$ cat src/rtl/alu_sequencer.sv
// Command front-end for the datapath ALU: accepts a command, sequences the operand loads,
// captures the settled result and flags, then presents them on a response handshake.
module alu_sequencer #(
  parameter int unsigned COUNT_W = 8
) (
  input  logic               clk,
  input  logic               rst_n,
  input  logic               cmd_valid,
  output logic               cmd_ready,
  input  logic [2:0]         cmd_op,
  input  logic [3:0]         cmd_a,
  input  logic [3:0]         cmd_b,
  input  logic               cmd_chain,
  output logic [3:0]         dp_operand_a,
  output logic [3:0]         dp_operand_b,
  output logic [2:0]         dp_alu_op,
  output logic               dp_load_a,
  output logic               dp_load_b,
  input  logic [7:0]         dp_result,
  input  logic               dp_zero,
  input  logic               dp_carry,
  input  logic               dp_overflow,
  output logic               rsp_valid,
  input  logic               rsp_ready,
  output logic [7:0]         rsp_result,
  output logic [2:0]         rsp_flags,
  output logic               busy,
  output logic [COUNT_W-1:0] cmd_count
);

  typedef enum logic [1:0] {StIdle, StLoad, StExec, StResp} state_e;

  state_e             state_q, state_d;
  logic [3:0]         a_q, a_d;
  logic [3:0]         b_q, b_d;
  logic [2:0]         op_q, op_d;
  logic [7:0]         result_q, result_d;
  logic [2:0]         flags_q, flags_d;
  logic [COUNT_W-1:0] count_q, count_d;

  always_ff @(posedge clk or negedge rst_n) begin
    if (!rst_n) begin
      state_q  <= StIdle;
      a_q      <= '0;
      b_q      <= '0;
      op_q     <= '0;
      result_q <= '0;
      flags_q  <= '0;
      count_q  <= '0;
    end else begin
      state_q  <= state_d;
      a_q      <= a_d;
      b_q      <= b_d;
      op_q     <= op_d;
      result_q <= result_d;
      flags_q  <= flags_d;
      count_q  <= count_d;
    end
  end

  always_comb begin
    state_d  = state_q;
    a_d      = a_q;
    b_d      = b_q;
    op_d     = op_q;
    result_d = result_q;
    flags_d  = flags_q;
    count_d  = count_q;
    unique case (state_q)
      StIdle: begin
        if (cmd_valid) begin
          // Chain source is the last captured result, cleared by reset.
          a_d     = cmd_chain ? result_q[3:0] : cmd_a;
          b_d     = cmd_b;
          op_d    = cmd_op;
          state_d = StLoad;
        end
      end
      StLoad: state_d = StExec;
      StExec: begin
        result_d = dp_result;
        flags_d  = {dp_overflow, dp_carry, dp_zero};
        state_d  = StResp;
      end
      StResp: begin
        if (rsp_ready) begin
          count_d = count_q + COUNT_W'(1);
          state_d = StIdle;
        end
      end
      default: state_d = StIdle;
    endcase
  end

  // Every output comes straight from a register or a decode of the state.
  assign cmd_ready    = (state_q == StIdle);
  assign busy         = (state_q != StIdle);
  assign dp_load_a    = (state_q == StLoad);
  assign dp_load_b    = (state_q == StLoad);
  assign rsp_valid    = (state_q == StResp);
  assign dp_operand_a = a_q;
  assign dp_operand_b = b_q;
  assign dp_alu_op    = op_q;
  assign rsp_result   = result_q;
  assign rsp_flags    = flags_q;
  assign cmd_count    = count_q;

endmodule

$ cat config.mk
export PLATFORM = sky130hd
export DESIGN_NAME = alu_sequencer
export DESIGN_NICKNAME = d
export VERILOG_FILES = /design/src/rtl/alu_sequencer.sv
export SDC_FILE = /design/constraint.sdc
export NUM_CORES = 1
export LEC_CHECK = 0
export CORE_UTILIZATION = 35
export CTS_CLUSTER_SIZE = 28
export DETAILED_ROUTE_END_ITERATION = 10
export PLACE_DENSITY = 0.7
export SLEW_MARGIN = 20
export SYNTH_ARGS = -nofsm -noshare
export SYNTH_HDL_FRONTEND = slang
export SYNTH_SLANG_ARGS = --single-unit
export TNS_END_PERCENT = 100
$ cat constraint.sdc
create_clock -name clk -period 1.8 [get_ports clk]
set_input_delay 0.18 -clock clk [delete_from_list [all_inputs] [get_ports clk]]
set_output_delay 0.18 -clock clk [all_outputs]
set_load 0.05 [all_outputs]
==> impl_metrics.ini, run 1 <==
[worst_setup_path]
slowest_delay_ps = 830
crit_slowest_cell = clkdlybuf4s50_1
crit_start = cmd_count[2]
rr_startpoint = state_q[0]
r2r_end = dp_operand_b[1]
crit_type = reg -> out
critPathTopFamily = buffers and inverters
critical_path.endpoint = cmd_count[2]
required_ps = 1620
worstRegToRegCells = 4
r2r_slack_ps = 200
arrival_ps = 1540
start_kind = register
endpoint_kind = primary output
cp_max_fo = 5
crit_buf_inv = 1
crit_chain = clkdlybuf4s50_1
cp.depth = 1

[logic_synthesis]
netlist_instances = 98
synth_area_leaders = dfrtp_1 (59%), mux2_2 (14%), ha_1 (4.6%)
synthFlopType = dfrtp_1
yosysWarningCount = 0
synth_cell_types = 22
synth_area_leader_cell = dfrtp_1
yosysSeqAreaShare_pct = 58.9
synth_mux_area_share_pct = 20.1
yosysMostFrequentCell = dfrtp_1
syn_avg_cell_area_um2 = 13.9
synth_fa_ha_area_share_pct = 4.60
synthXorXnorAreaFrac_pct = 4.51
synth_area_um2 = 1360
yosys.area.top_type_share_pct = 58.9
synthSimpleGateAreaFrac_pct = 5.80
synthArstFlopShare_pct = 100
synth_compound_area_share_pct = 2.58
netlist_top_cells_count = dfrtp_1 (32), mux2_2 (17), nand2_1 (6), xnor2_1 (6), ha_1 (5)
synth-edff-count = 0
synth-seq-cells = 32
synth_top_family_by_area = multiplexers
synth.net_count = 130

[sta]
holdWs_ps = 289
fin_crit_ps = 1720
final_max_slew_viol_count = 0
slew_headroom_pct = 63.9
setup_viol_count_final = 0
clock_skew_ps = 7.95
fmax_mhz = 581
tns_ps = 0
fin_crit_sh_pct = 95.7
rsz0062_at_grt = false
finalHoldViolations = 0
tightestPinTransition_ps = 540

[floorplan]
die_area_um2 = 4140
row_count = 22
die_y_um = 64.3
die_x_um = 64.3
start_util_pct = 36.8
core_um2 = 3690
ios = 62

[flow_run]
cap_violations = 0

[clock_tree]
clock-sinks = 32
clock-root-buffer = clkbuf_8
htreeDepth = 2
post-cts-setup-buffers = 0
clock_latency_ps = 290
tritoncts = yes
cts_buffer_depth = 2
cts_buffers = 5
path_clk_slew_ps = 70

[routing]
firstDrtPassIters = 4
ant_nets = 0
drt-vias-per-instance = 4.68
drt_iter0_drc = 21
num_vias = 983
routed_wl_um = 2890
wire_per_inst_um = 13.7
drc = 0

[min_path]
hp-class = in -> async

[cells_and_area]
syn_to_final_growth_pct = 54.6
finalNetCount = 194
finalNonFillerCells = 210
n_antenna_cell = 0
drive_gt1_share_pct = 20.4

[global_route]
grt_pass1_wl_um = 4790
grt_overflow = 0
grt_usage_pct = 15.9
antenna_found_initial = 0
grt_max_degree = 33
grt_pass1_vias = 1026

[place]
place.gp.congestion = 0.709
dpl.hpwl_um = 2190
port_buffers = 61
post-place-cells = 203

[status]
status = finished clean
-- layer usage --
metal	global-route usage, %	part of all wire, %
met4	5.00	1.3
met5	0	0
met3	6.96	7.8
met1	17.7	40
met2	27.2	50
-- state kept, by name, summed over array words and instances (netlist names) --
register and count:
cmd_count 8, rsp_result 8, dp_operand_a 4, dp_operand_b 4, dp_alu_op 3, rsp_flags 3
state_q 2
-- layout by cell type, fill, tap and decap left out --
master,n
clkdlybuf4s50_1,55
dfrtp_1,32
mux2_2,17
xnor2_1,6
nand2_1,6
ha_1,5
clkbuf_8,5
inv_1,4
nand4_1,4
mux2i_1,4
o21ai_0,4
buf_4,4
and3_1,2
mux2_4,2
buf_12,2
and2_1,1
mux2_1,1
xor2_1,1
nor2b_1,1
a21oi_1,1
o32a_1,1
nand2_2,1
clkinv_2,1
clkinvlp_4,1
dlymetal6s2s_1,1
-- worst min path at each step --
stage | from | endpoint | depth (start not counted)
after global placement | cmd_count[7] | cmd_count[7] | 1
after global routing | rst_n | dp_alu_op[2] | 2
after detailed placement | dp_operand_a[2] | dp_operand_a[2] | 2
after CTS | rst_n | dp_operand_b[3] | 2
after floorplan | rst_n | cmd_count[0] | 0
final | rst_n | dp_alu_op[2] | 2
-- cells by family (layout without fill, tap and decap cells) --
| family | Yosys count | after routing |
|---|---|---|
| AOI/OAI and AO/OA | 6 | 6 |
| xor gates and xnor gates | 7 | 7 |
| adders and majority gates | 5 | 5 |
| buffers and inverters | 9 | 73 |
| DFF | 32 | 32 |
| muxes | 24 | 24 |
| and+or+nand+nor | 15 | 15 |
-- what timing repair did --
action	CTS	global route
gates resized for setup	0	1
hold buffers	0	0
endpoints found under the setup margin	0	1
-- final cells by class --
cell class              count  area [µm²]
well taps                  48        60.1
clock inverters             2        12.5
clock buffers               5        68.8
multi-input cells          57         510
repair buffers             62         633
flip-flops and latches     32         801
inverters                   4        15.0
fillers                   335        1590
-- metrics by stage --
stage	utilization [%]	cell area, µm²	setup slack (ps)
2_1_floorplan	-	1360	14.0
3_3_place_gp	54.7	2020	285
3_5_place_dp	54.7	2020	193
4_1_cts	56.9	2100	51.3
5_1_grt	57.0	2100	25.3
6_report	57.0	2100	78.2
Power of run 1 is not shown: default switching activity piles up to over one toggle a cycle in this logic, so the estimate is an artifact.
==> run 2, diff against run 1 <==
--- a/config.mk
+++ b/config.mk
@@ -8,7 +8,8 @@
 export CORE_UTILIZATION = 35
 export CTS_CLUSTER_SIZE = 28
 export DETAILED_ROUTE_END_ITERATION = 10
-export PLACE_DENSITY = 0.7
+export DONT_BUFFER_PORTS = 1
+export PLACE_DENSITY = 0.5
 export SLEW_MARGIN = 20
 export SYNTH_ARGS = -nofsm -noshare
 export SYNTH_HDL_FRONTEND = slang
==> constraint.sdc (replaced) <==
create_clock -name clk -period 1.7 [get_ports clk]
set_input_delay 0.17 -clock clk [delete_from_list [all_inputs] [get_ports clk]]
set_output_delay 0.17 -clock clk [all_outputs]
set_load 0.05 [all_outputs]
==> run 2 against run 1 <==
  * Via count is 20% lower
  * Sequential share of layout area is 13 points higher
  * Global-route usage is 2.8 points lower
  * Die area stayed put
  * Critical path depth is 3 higher
  * Routed wire length is 19% lower
  * Sequential cell count stayed put
  * Non-clock buffer count is 50 lower
==> impl_metrics.ini, run 2 (synthesized netlist as in run 1, its figures left out) <==
[status]
status = finished clean

[flow_run]
cap_violations = 0

[cells_and_area]
drive_gt1_share_pct = 34.5
n_antenna_cell = 0
finalNetCount = 144
stdcell_area_um2 = 1570
mostFrequentLayoutCells = dfrtp_1 (32), mux2_2 (17), buf_4 (9)
syn_to_final_growth_pct = 15.8
final_common_cell = dfrtp_1

[worst_setup_path]
arrival_ps = 1430
start_kind = register
crit_type = reg -> out
slowest_delay_ps = 410
crit_chain = inv_1 > ha_2 > buf_8 > clkinvlp_4
endpoint_kind = primary output
required_ps = 1530
crit_slowest_cell = dfrtp_1
critPathTopFamily = buffers and inverters
cp_max_fo = 4
crit_buf_inv = 3

[global_route]
grt_pass1_wl_um = 4090
grt_usage_pct = 13.2
antenna_found_initial = 0
grt_overflow = 0
grt_max_degree = 33
grt_pass1_vias = 898

[clock_tree]
clock-sinks = 32
clock-root-buffer = clkbuf_8
htreeDepth = 2
clock_latency_ps = 270
cts_buffer_depth = 2
cts_buffers = 5
tritoncts = yes
path_clk_slew_ps = 60

[routing]
firstDrtPassIters = 2
drt-vias-per-instance = 4.97
drc = 0
ant_nets = 0
drt_iter0_drc = 26
routed_wl_um = 2330
num_vias = 786
wire_per_inst_um = 14.8

[floorplan]
ios = 62
die_x_um = 64.3
die_y_um = 64.3
die_area_um2 = 4140
row_count = 22
start_util_pct = 36.8
core_um2 = 3690

[sta]
tns_ps = 0
fmax_mhz = 626
setup_viol_count_final = 0
tightestPinTransition_ps = 515
fin_crit_ps = 1600
fin_crit_sh_pct = 94.0
slew_headroom_pct = 65.7
rsz0062_at_grt = false
finalHoldViolations = 0
final_max_slew_viol_count = 0
clock_skew_ps = 1.32

[min_path]
hp-class = in -> reg

[place]
port_buffers = 0
dpl.hpwl_um = 1700
place.gp.congestion = 0.653
placed_area_um2 = 1460
## run 2: cell types whose count changed in the layout (fill, tap and decap cells not counted), sizes merged
cell           previous run  this run
clkdlybuf4s50            55         0
buf                       6        11
clkinv                    1         0
dlygate4sd3               0         1
dlymetal6s2s              1         0
inv                       4         3
## run 2: routing by layer
metal	global-route usage, %	vias up	share of wire (%)
met5	0	-	0
met4	5.00	0	0.56
met3	6.07	2	10
met2	20.4	40	46
met1	15.9	386	43
li1	-	358	-
## run 2: layout make-up
cell class | count | area (µm²)
fillers | 362 | 2110
multi-input cells | 57 | 513
inverters | 4 | 18.8
clock buffers | 5 | 68.8
well taps | 48 | 60.1
repair buffers | 12 | 113
flip-flops and latches | 32 | 801
## run 2: final timing paths
path / start / endpoint / slack, ps / depth (start not counted)
setup reg to reg: state_q[0] / rsp_result[7] / 210 / 3
setup / recovery: state_q[1] / busy / 100 / 4
hold / removal: cmd_b[2] / dp_operand_b[2] / 50 / 1
min in group asynchronous: rst_n / dp_operand_b[1] / 350 / 2
hold reg to reg: cmd_count[4] / cmd_count[4] / 530 / 1
max in group asynchronous: rst_n / cmd_count[0] / 1170 / 2
## run 2: metrics by stage
stage	setup slack, ps	std cells	utilization [%]	hold slack (ps)
finish	102	158	42.7	48.1
global route	2.82	158	42.7	28.7
CTS	20.9	158	42.4	32.5
detailed placement	181	151	39.7	-125
global placement	204	151	39.7	-125
floorplan	51.1	98	-	-126
## run 2: what timing repair did
item	in CTS	in global routing
hold endpoints to repair	32	0
resized for setup	0	3
hold buffers	2	0
buffers inserted	0	0
endpoints found under the setup margin	0	1
Power of run 2 is left out for the same reason.
==> run 3, diff against run 2 <==
--- a/config.mk
+++ b/config.mk
@@ -6,10 +6,12 @@
 export NUM_CORES = 1
 export LEC_CHECK = 0
 export CORE_UTILIZATION = 35
+export CTS_BUF_LIST = sky130_fd_sc_hd__clkbuf_16
 export CTS_CLUSTER_SIZE = 28
 export DETAILED_ROUTE_END_ITERATION = 10
 export DONT_BUFFER_PORTS = 1
 export PLACE_DENSITY = 0.5
+export RECOVER_POWER = 25
 export SLEW_MARGIN = 20
 export SYNTH_ARGS = -nofsm -noshare
 export SYNTH_HDL_FRONTEND = slang
==> constraint.sdc (replaced) <==
create_clock -name clk -period 1.9 [get_ports clk]
set_input_delay 0.19 -clock clk [delete_from_list [all_inputs] [get_ports clk]]
set_output_delay 0.19 -clock clk [all_outputs]
set_load 0.05 [all_outputs]
==> run 3 against run 2 <==
  * Final cell count is 1.9% higher
  * Count of clock-buffer cells in the layout stayed put
  * Worst hold slack better by 18 ps
  * Clock skew is 2.2 ps higher
  * Critical path type unchanged
  * Critical endpoint unchanged
==> impl_metrics.ini, run 3 (synthesized netlist as in run 1, its figures left out) <==
[floorplan]
die_x_um = 64.3
die_y_um = 64.3
row_count = 22
ios = 62
start_util_pct = 36.8
core_um2 = 3690
die_area_um2 = 4140

[sta]
slew_headroom_pct = 47.5
fin_crit_ps = 1660
tightestPinTransition_ps = 788
clock_skew_ps = 3.53
fin_crit_sh_pct = 87.1
fmax_mhz = 604
tns_ps = 0
setup_viol_count_final = 0
finalHoldViolations = 0
rsz0062_at_grt = false
final_max_slew_viol_count = 0

[worst_setup_path]
worstRegToRegCells = 3
slowest_delay_ps = 410
crit_chain = inv_1 > ha_1 > buf_4 > inv_1 > buf_4
cp.depth = 5
crit_start = state_q[0]
r2r_slack_ps = 380
endpoint_kind = primary output
r2r_end = rsp_result[3]
critPathTopFamily = buffers and inverters
critical_path.endpoint = busy
rr_startpoint = state_q[0]
crit_slowest_cell = dfrtp_1
crit_buf_inv = 4
cp_max_fo = 4
arrival_ps = 1470
start_kind = register
required_ps = 1710
crit_type = reg -> out

[cells_and_area]
fillers = 359
final_common_cell = dfrtp_1
syn_to_final_growth_pct = 18.7
finalNetCount = 144
mostFrequentLayoutCells = dfrtp_1 (32), mux2_2 (17), buf_4 (10)
drive_gt1_share_pct = 31.9
n_antenna_cell = 0

[clock_tree]
path_clk_slew_ps = 50
clock_latency_ps = 270
ctsHoldBuffers = 2
post-cts-setup-buffers = 0
cts_buffers = 5
clock-sinks = 32
tritoncts = yes
post_cts_resized = 0
htreeDepth = 2
clock-root-buffer = clkbuf_16
cts_buffer_depth = 2

[global_route]
antenna_found_initial = 0
grt_max_degree = 33
grt_overflow = 0
grt_pass1_wl_um = 4240
grt_pass1_vias = 897
grt_usage_pct = 14.1

[routing]
drt_iter0_drc = 26
drc = 0
routed_wl_um = 2560
num_vias = 797
wire_per_inst_um = 15.9
firstDrtPassIters = 3
ant_nets = 0
drt-vias-per-instance = 4.95

[status]
status = finished clean

[min_path]
hp-class = in -> reg

[flow_run]
cap_violations = 0

[place]
port_buffers = 0
place.gp.congestion = 0.711
dpl.hpwl_um = 1830
-- run 3: worst min path at each step --
stage,end,from,depth (start not counted)
5_1_grt,rsp_result[2],dp_result[2],1
4_1_cts,dp_operand_b[2],cmd_b[2],1
3_3_place_gp,dp_operand_a[1],rst_n,0
3_5_place_dp,dp_operand_a[2],rst_n,0
6_report,rsp_flags[0],dp_zero,1
2_1_floorplan,cmd_count[0],rst_n,0
-- run 3: cell type report --
type	count	area, µm²	area share [%]
inverters	4	15.0	0.931
well taps	48	60.1	3.72
clock inverters	3	11.3	0.698
clock buffers	5	125	7.76
flip-flops and latches	32	801	49.7
multi-input cells	57	510	31.7
repair buffers	12	90.1	5.59
-- run 3: worst reg2reg max path, cell delays in order (launching register included) --
cell     delay [ps]
dfrtp_1         410
inv_1            90
ha_1            490
mux2_2          400
-- run 3: metrics by stage --
step	setup WS, ps	area (µm²)	hold WS (ps)	util [%]	std cells
after floorplan	114	1360	-106	-	98
after global placement	427	1460	-105	39.6	151
after detailed placement	374	1460	-105	39.6	151
after CTS	225	1630	58.8	44.1	161
after global routing	148	1610	55.1	43.7	161
final	245	1610	65.8	43.7	161
-- run 3: layer usage --
layer | global-route usage (%) | routed length [µm]
met4 | 6.67 | 55
met5 | 0 | 0
met2 | 22.4 | 1220
met3 | 7.32 | 256
met1 | 15.4 | 1030
Power of run 3 is left out for the same reason.
